--- src/rtl/etcpu_inst_loader.sv ---
// etcpu_inst_loader: length-prefixed little-endian byte-stream loader that packs
// bytes into 32-bit words, writes them to instruction memory at consecutive
// word addresses and releases the CPU from reset after a complete load.
// Optional: define ETCPU_LOADER_CSUM_EN to require a trailing XOR checksum byte.
module etcpu_inst_loader #(
  parameter int unsigned INST_MEM_DEPTH = 1024
) (
  input  logic        clk,
  input  logic        rst,
  input  logic        start,
  input  logic        in_vld,
  input  logic [7:0]  in_dat,
  output logic        in_rdy,
  output logic        inst_mem_wr_wen,
  output logic [31:0] inst_mem_wr_addr,
  output logic [31:0] inst_mem_wr_dat,
  output logic        cpu_rst_n,
  output logic        busy,
  output logic        done,
  output logic        err
);

  typedef enum logic [2:0] {
    S_IDLE, S_LEN0, S_LEN1, S_DATA, S_WRITE, S_DONE, S_ERR
`ifdef ETCPU_LOADER_CSUM_EN
    , S_CSUM
`endif
  } state_t;

  // State entered once the last word (or an empty program) has been handled.
`ifdef ETCPU_LOADER_CSUM_EN
  localparam state_t S_FIN = S_CSUM;
`else
  localparam state_t S_FIN = S_DONE;
`endif

  localparam logic [16:0] DEPTH = 17'(INST_MEM_DEPTH);

  state_t      state, state_nxt;
  logic [7:0]  len_lo;
  logic [15:0] len;
  logic [15:0] word_idx;
  logic [1:0]  byte_idx;
  logic [31:0] word;
  logic [15:0] len_full;
  logic        fire;
  logic        can_start;
`ifdef ETCPU_LOADER_CSUM_EN
  logic [7:0]  csum;
`endif

  assign len_full  = {in_dat, len_lo};
  assign fire      = in_vld & in_rdy;
  assign can_start = start & ((state == S_IDLE) | (state == S_DONE) | (state == S_ERR));

  // State register.
  always_ff @(posedge clk or posedge rst) begin
    if (rst) state <= S_IDLE;
    else     state <= state_nxt;
  end

  // Next-state decode.
  always_comb begin
    state_nxt = state;
    case (state)
      S_IDLE, S_DONE, S_ERR: if (start) state_nxt = S_LEN0;
      S_LEN0: if (fire) state_nxt = S_LEN1;
      S_LEN1: begin
        if (fire) begin
          if ({1'b0, len_full} > DEPTH) state_nxt = S_ERR;
          else if (len_full == '0)      state_nxt = S_FIN;
          else                          state_nxt = S_DATA;
        end
      end
      S_DATA:  if (fire && byte_idx == 2'd3) state_nxt = S_WRITE;
      S_WRITE: state_nxt = (word_idx + 16'd1 == len) ? S_FIN : S_DATA;
`ifdef ETCPU_LOADER_CSUM_EN
      S_CSUM:  if (fire) state_nxt = (in_dat == csum) ? S_DONE : S_ERR;
`endif
      default: state_nxt = S_IDLE;
    endcase
  end

  // Length capture, word assembly, word index and running checksum.
  always_ff @(posedge clk or posedge rst) begin
    if (rst) begin
      len_lo   <= '0;
      len      <= '0;
      word_idx <= '0;
      byte_idx <= '0;
      word     <= '0;
`ifdef ETCPU_LOADER_CSUM_EN
      csum     <= '0;
`endif
    end else begin
      if (can_start) begin
        word_idx <= '0;
        byte_idx <= '0;
`ifdef ETCPU_LOADER_CSUM_EN
        csum     <= '0;
`endif
      end
`ifdef ETCPU_LOADER_CSUM_EN
      if (fire && (state == S_LEN0 || state == S_LEN1 || state == S_DATA))
        csum <= csum ^ in_dat;
`endif
      case (state)
        S_LEN0:  if (fire) len_lo <= in_dat;
        S_LEN1:  if (fire) len <= len_full;
        S_DATA: begin
          if (fire) begin
            word[{byte_idx, 3'b000} +: 8] <= in_dat;
            byte_idx <= byte_idx + 2'd1;
          end
        end
        S_WRITE: word_idx <= word_idx + 16'd1;
        default: ;
      endcase
    end
  end

  // Outputs decoded directly from registered state.
  always_comb begin
    in_rdy = (state == S_LEN0) | (state == S_LEN1) | (state == S_DATA);
`ifdef ETCPU_LOADER_CSUM_EN
    in_rdy = in_rdy | (state == S_CSUM);
`endif
    busy             = in_rdy | (state == S_WRITE);
    inst_mem_wr_wen  = (state == S_WRITE);
    inst_mem_wr_addr = inst_mem_wr_wen ? {14'b0, word_idx, 2'b00} : '0;
    inst_mem_wr_dat  = inst_mem_wr_wen ? word : '0;
    done             = (state == S_DONE);
    err              = (state == S_ERR);
    cpu_rst_n        = (state == S_DONE);
  end

endmodule

--- config.mk ---
export PLATFORM = sky130hd
export DESIGN_NAME = etcpu_inst_loader
export DESIGN_NICKNAME = d
export VERILOG_FILES = /design/src/rtl/etcpu_inst_loader.sv
export SDC_FILE = /design/constraint.sdc
export NUM_CORES = 1
export LEC_CHECK = 0
export CAP_MARGIN = 40
export CORE_MARGIN = 4
export CORE_UTILIZATION = 57
export DETAILED_ROUTE_END_ITERATION = 10
export PLACE_DENSITY = 0.86
export SLEW_MARGIN = 10
export SYNTH_ARGS = -nofsm -noshare
export SYNTH_HDL_FRONTEND = slang
export SYNTH_SLANG_ARGS = --single-unit
--- constraint.sdc ---
create_clock -name clk -period 7.75 [get_ports clk]
set_clock_uncertainty 0.15 [all_clocks]
set_input_delay 2.325 -clock clk [delete_from_list [all_inputs] [get_ports clk]]
set_output_delay 2.325 -clock clk [all_outputs]
set_load 0.01 [all_outputs]
==> results of run 1 <==
[cells in the final DEF (no fill, tap or decap), drive strengths merged, types with 11 or more instances in the layout]
| cell type | Yosys | final |
|---|---|---|
| nor2 | 20 | 20 |
| nand2 | 84 | 84 |
| clkbuf | 31 | 13 |
| dfrtp | 77 | 77 |
| clkdlybuf4s50 | 0 | 65 |
| o21ai | 61 | 61 |
| mux2 | 26 | 26 |
| xnor2 | 13 | 13 |
| conb | 1 | 16 |
| and3 | 53 | 53 |
| xor2 | 11 | 11 |
[kinds of logic after synthesis]
logic type | count (synthesis)
AO/OA/AOI/OAI | 91
XOR/XNOR | 24
adder cells (fa/ha/maj) | 6
buffers and inverters | 60
flip-flops | 77
multiplexers | 28
other | 1
AND/OR/NAND/NOR | 205
[final cells by class]
type                       count  area, sq um
inverter                       8         30.0
timing repair buffer          70          712
fill                         581         2380
sequential                    77         1930
clock buffer                  13          159
tap                          102          128
multi-input combinational    370         2310
clock inverter                 3         43.8
[layer usage]
| metal | track usage | routed length [microns] | vias to the layer above |
|---|---|---|---|
| met1 | 0.337 | 4450 | 1828 |
| met4 | 0.103 | 280 | 0 |
| li1 | - | - | 1767 |
| met3 | 0.0434 | 689 | 28 |
| met5 | 0 | 0 | - |
| met2 | 0.405 | 5430 | 163 |
[power breakdown]
part | switching [mW] | internal [mW] | leakage, nW | total [mW]
sequential | 0.0990 | 0.511 | 1.01 | 0.610
combinational | 0.345 | 0.258 | 1.27 | 0.603
clock | 0.147 | 0.167 | 0.104 | 0.313
[flip-flops by register name (all words and copies together) (netlist names)]
signal and flops:
len_lo 8, word_idx 16, byte_idx 2, len 16, word 32, state 3
[stage by stage]
stage | worst slack [ps] | util
floorplan | 3310 | -
global placement | 2730 | 0.659
detailed placement | 2660 | 0.664
CTS | 2270 | 0.690
global route | 1990 | 0.690
finish | 2240 | 0.690
[final timing paths]
path                       startpoint              end  slack (ps)  cells after the start
max                          state[0]  inst_mem_wr_wen        2240                      5
min                          word[26]         word[26]         330                      2
max reg2reg                  state[0]      word_idx[6]        4550                      7
min reg2reg                  word[26]         word[26]         330                      2
max in group asynchronous         rst          len[11]        4760                      4
min in group asynchronous         rst         word[21]        2120                      3
[worst min-delay path, delay by kind of cell (launching register included)]
family | cells | cell delay [ps]
flops | 1 | 340
simple gates | 1 | 50
compound gates | 1 | 60
[cell usage after synthesis, drive strengths merged (2+ instances only)]
master,instances
a31oi,4
nor3,7
mux2i,2
clkbuf,31
nand4,7
a21oi,5
o21ai,61
o31ai,4
buf,21
o22ai,2
and4,2
nor2b,2
nor3b,6
nor4,7
and2,2
xor2,11
nor2,20
o211ai,2
and3,53
nand3,8
mux2,26
nand2b,2
ha,6
and3b,2
nand2,84
xnor2,13
inv,8
dfrtp,77
==> impl_metrics.py, run 1 <==
metrics = {
    "logic_synthesis": {
        "postSynth.asyncResetShare": 1.00,
        "synth_flop_cell": "dfrtp_1",
        "netlist_area_sq_um": 4470,
        "ys_top_cells_by_area": "dfrtp_1 (43%), and3_1 (7.4%), nand2_1 (7.1%)",
        "synth_compound_area_frac": 0.119,
        "ys_seq_area_frac": 0.431,
        "synth-simple-area-share": 0.249,
        "synth_edf_count": 0,
        "ys_ff_latch": 77,
        "synth_top_area_share": 0.431,
        "synthAdderAreaFrac": 0.0168,
        "synthMuxAreaShare": 0.0700,
        "yosys.area.top_type": "dfrtp_1",
        "synthDistinctLibCells": 54,
        "synth_top_family_by_area": "simple AND/OR/NAND/NOR gates",
        "synth_cells": 492,
        "synth-xor-area-share": 0.0470,
        "syn_avg_cell_area_sq_um": 9.08,
        "yosys_warnings": 0,
    },
    "detailed_routing": {
        "drc_errors": 0,
        "drt-vias-per-instance": 5.89,
        "wl_microns": 10800,
        "ant_nets": 0,
        "routedWlPerCell_microns": 16.9,
        "drt-initial-drc-count": 397,
        "vias": 3786,
        "dr.pass1.iters": 7,
    },
    "layout": {
        "antenna_cells": 0,
        "syn2layout_area_growth_pct": 18.7,
        "finalNetCount": 554,
        "fin_cells": 643,
        "stdcell_area_sq_um": 5310,
        "drive_gt1_frac": 0.109,
    },
    "run_status": {
        "status": "complete, no violations",
    },
    "clock_network": {
        "cts_hold_buf": 0,
        "cts.path.max_buffers": 2,
        "cts_root_buf": "clkbuf_8",
        "cts.sinks": 77,
        "h-tree-depth": 3,
        "cts_setup_buffers": 0,
        "clock_latency_ps": 350,
        "cts_buffers": 9,
        "cts_resized": 0,
        "clkSlewWorstSetupHoldPaths_ps": 70,
        "cts_tree": "done",
    },
    "global_routing": {
        "antenna_found_initial": 0,
        "grt_max_degree": 67,
        "track_usage": 0.251,
        "grt_pass1_wl_microns": 17900,
        "grt-ovfl-total": 0,
        "grt_pass1_vias": 3542,
    },
    "sta": {
        "worst_pin_slew_ps": 899,
        "finalCritPeriodShare": 0.710,
        "layout_min_cycle_time_ps": 5510,
        "setup_viol": 0,
        "rsz0062_at_grt": "false",
        "hold_viol": 0,
        "slew_headroom": 0.400,
        "hold_slack_ps": 325,
        "setup_tns_ps": 0,
        "fmax_ghz": 0.182,
        "maxSlewViolCount": 0,
    },
    "floorplan": {
        "initial_core_util": 0.581,
        "die_y_microns": 96.6,
        "dieArea_sq_um": 9320,
        "die_x_microns": 96.6,
        "ios": 82,
        "core_sq_um": 7690,
        "row_count": 32,
    },
    "critical_path": {
        "crit_chain": "nor2_2 > buf_4 > nand2_1 > inv_1 > clkdlybuf4s50_1",
        "cp_max_fo": 50,
        "critPathArrivalTime_ps": 3030,
        "crit_slowest_cell": "clkdlybuf4s50_1",
        "path_delay_family": "buffers and inverters",
        "cp-end-kind": "output port",
        "critPathKind": "reg2out",
        "cp.required_ps": 5280,
        "crit_buf_inv": 3,
        "slowest_delay_ps": 620,
        "crit_path_start_kind": "register",
    },
    "placement": {
        "placed_area_sq_um": 5100,
        "io_buffers": 65,
        "dp.cells": 627,
        "place.gp.congestion": 0.876,
        "dpl.hpwl_microns": 7460,
    },
    "power_and_ir_drop": {
        "powerDensity_nw_per_um2": 288,
        "ir_worst_vdd_mv": 0.184,
        "fin_total_pwr_mw": 1.53,
        "p_leak_nw": 2.39,
    },
    "run": {
        "maxCapViolCount": 0,
    },
    "hold_path": {
        "min_path_type": "reg2reg",
    },
}
No activity file was read; power rests on OpenSTA's default activity.
==> run 2, diff against run 1 <==
--- a/config.mk
+++ b/config.mk
@@ -7,9 +7,9 @@
 export LEC_CHECK = 0
 export CAP_MARGIN = 40
 export CORE_MARGIN = 4
-export CORE_UTILIZATION = 57
+export CORE_UTILIZATION = 48
 export DETAILED_ROUTE_END_ITERATION = 10
-export PLACE_DENSITY = 0.86
+export PLACE_DENSITY = 0.77
 export SLEW_MARGIN = 10
 export SYNTH_ARGS = -nofsm -noshare
 export SYNTH_HDL_FRONTEND = slang
==> constraint.sdc (replaced) <==
create_clock -name clk -period 4.9 [get_ports clk]
set_clock_uncertainty 0.15 [all_clocks]
set_input_delay 1.47 -clock clk [delete_from_list [all_inputs] [get_ports clk]]
set_output_delay 1.47 -clock clk [all_outputs]
set_load 0.01 [all_outputs]
==> run 2 against run 1 <==
Effect of this change: die area increased by 17%; clock power increased by 33%; setup slack got worse by 1400 ps; flip-flop and latch count unchanged; via count decreased by 4.4%; sequential power increased by 63%; clock-buffer cell count decreased by 2; critical path depth decreased by 1; combinational power increased by 52%; register-to-register slack got worse by 2500 ps; global-route usage decreased by 5.6 points; critical path type unchanged; largest power group unchanged; highest routed layer unchanged.
==> impl_metrics.py, run 2 (synthesized netlist as in run 1, its figures left out) <==
metrics = {
    "run_status": {
        "status": "complete, no violations",
    },
    "power_and_ir_drop": {
        "p_leak_nw": 2.37,
        "ir_worst_vdd_mv": 0.226,
        "powerDensity_nw_per_um2": 440,
    },
    "floorplan": {
        "initial_core_util": 0.503,
        "ios": 82,
        "core_sq_um": 8890,
        "die_x_microns": 104,
        "die_y_microns": 104,
        "row_count": 34,
        "dieArea_sq_um": 10900,
    },
    "critical_path": {
        "cp_max_fo": 35,
        "crit_path_start_kind": "register",
        "r2r-end": "word_idx[2]",
        "critPathKind": "reg2out",
        "cp-end-kind": "output port",
        "ff2ff_path_depth": 6,
        "worstSetupEndpoint": "inst_mem_wr_dat[8]",
        "crit_start": "state[0]",
        "cp.required_ps": 3280,
        "crit_buf_inv": 2,
        "slowest_delay_ps": 540,
        "critPathArrivalTime_ps": 2460,
        "path_depth": 4,
        "path_delay_family": "buffers and inverters",
        "crit_slowest_cell": "clkdlybuf4s50_1",
        "r2r-start": "state[2]",
        "crit_chain": "nor2_2 > buf_4 > and3_1 > clkdlybuf4s50_1",
        "r2r_setup_slack_ps": 2080,
    },
    "sta": {
        "finalCritPeriodShare": 0.832,
        "hold_viol": 0,
        "hold_slack_ps": 328,
        "setup_viol": 0,
        "maxSlewViolCount": 0,
        "fmax_ghz": 0.245,
        "rsz0062_at_grt": "false",
        "slew_headroom": 0.366,
        "worst_pin_slew_ps": 949,
        "setup_tns_ps": 0,
        "layout_min_cycle_time_ps": 4080,
    },
    "global_routing": {
        "grt_pass1_vias": 3438,
        "antenna_found_initial": 0,
        "track_usage": 0.195,
        "grt_pass1_wl_microns": 17400,
        "grt_max_degree": 40,
        "grt-ovfl-total": 0,
    },
    "placement": {
        "io_buffers": 65,
        "dpl.hpwl_microns": 7570,
        "place.gp.congestion": 0.815,
    },
    "detailed_routing": {
        "dr.pass1.iters": 4,
        "ant_nets": 0,
        "route.met3.wl_microns": 553,
        "wl_met2_microns": 5180,
        "routed.top_layer": "met4",
        "vias": 3621,
        "drc_errors": 0,
        "routedWlPerCell_microns": 16.1,
        "wl_microns": 10500,
        "drt-vias-per-instance": 5.56,
        "met1Wirelength_microns": 4580,
        "drt-initial-drc-count": 242,
    },
    "layout": {
        "layout_commonest_cell": "nand2_1",
        "multi_input_area_sq_um": 2310,
        "syn2layout_area_growth_pct": 18.0,
        "drive_gt1_frac": 0.114,
        "nFillCells": 744,
        "final_core_util": 0.593,
        "antenna_cells": 0,
        "largest_reg_flops": 32,
        "reg_top3": "word: 32 flops, len: 16 flops, word_idx: 16 flops",
        "top_register": "word",
        "regArea_sq_um": 1930,
        "finalNetCount": 557,
        "layout_common_cells": "nand2_1 (84), dfrtp_1 (77), clkdlybuf4s50_1 (65)",
    },
    "hold_path": {
        "min_path_type": "reg2reg",
    },
    "clock_network": {
        "cts_buffers": 9,
        "cts_resized": 0,
        "clock_latency_ps": 350,
        "cts_root_buf": "clkbuf_8",
        "cts.sinks": 77,
        "clkSlewWorstSetupHoldPaths_ps": 70,
        "cts.path.max_buffers": 2,
        "cts_setup_buffers": 0,
        "h-tree-depth": 3,
        "cts_hold_buf": 0,
        "cts_tree": "done",
    },
    "run": {
        "maxCapViolCount": 0,
    },
}
[run 2: changes by cell type in the layout (fill, tap and decap cells not counted)]
| cell | delta |
|---|---|
| buf_16 | -1 |
| buf_2 | +1 |
| buf_4 | +4 |
| buf_6 | -1 |
| bufinv_16 | -1 |
| clkbuf_1 | -1 |
| clkbuf_8 | -1 |
| clkinv_2 | +1 |
| clkinv_4 | -1 |
| clkinvlp_4 | +2 |
[run 2: stage by stage]
step | setup slack, ps | instances | instance area [sq um] | power (mW)
6_report | 823 | 651 | 5270 | 2.32
5_1_grt | 649 | 651 | 5270 | 2.48
4_1_cts | 807 | 651 | 5270 | 2.33
3_5_place_dp | 1190 | 636 | 5110 | 1.91
3_3_place_gp | 1270 | 635 | 5100 | 1.86
2_1_floorplan | 1310 | 507 | 4530 | 1.64
[run 2: layer usage]
metal / GRT usage / up-vias
met5: 0 / -
li1: - / 1778
met3: 0.0242 / 11
met1: 0.268 / 1725
met4: 0.0703 / 0
met2: 0.318 / 107
[run 2: layout make-up]
type | count | area share
clock buffer | 11 | 0.0268
clock inverter | 4 | 0.00474
inverter | 8 | 0.00569
multi-input combinational | 370 | 0.437
sequential | 77 | 0.365
tap | 108 | 0.0256
timing repair buffer | 73 | 0.134
[run 2: tightest hold or removal path: stages, from the launching register on]
cell and delay, ps:
dfrtp_1 340, nand2_1 40, o21ai_0 60
[run 2: how the worst min path moves through the flow]
| stage | from | to | slack [ps] | cells after the start |
|---|---|---|---|---|
| after global placement | word[29] | word[29] | 300 | 2 |
| after global routing | word[16] | word[16] | 360 | 2 |
| after detailed placement | word[25] | word[25] | 310 | 2 |
| final | word[9] | word[9] | 330 | 2 |
| after CTS | word[25] | word[25] | 330 | 2 |
| after floorplan | word[10] | word[10] | 290 | 2 |
[run 2: power by group]
group | internal (mW) | switching (mW) | leakage, nW
Sequential | 0.809 | 0.183 | 1.01
Clock | 0.193 | 0.222 | 0.0812
Combinational | 0.412 | 0.502 | 1.28
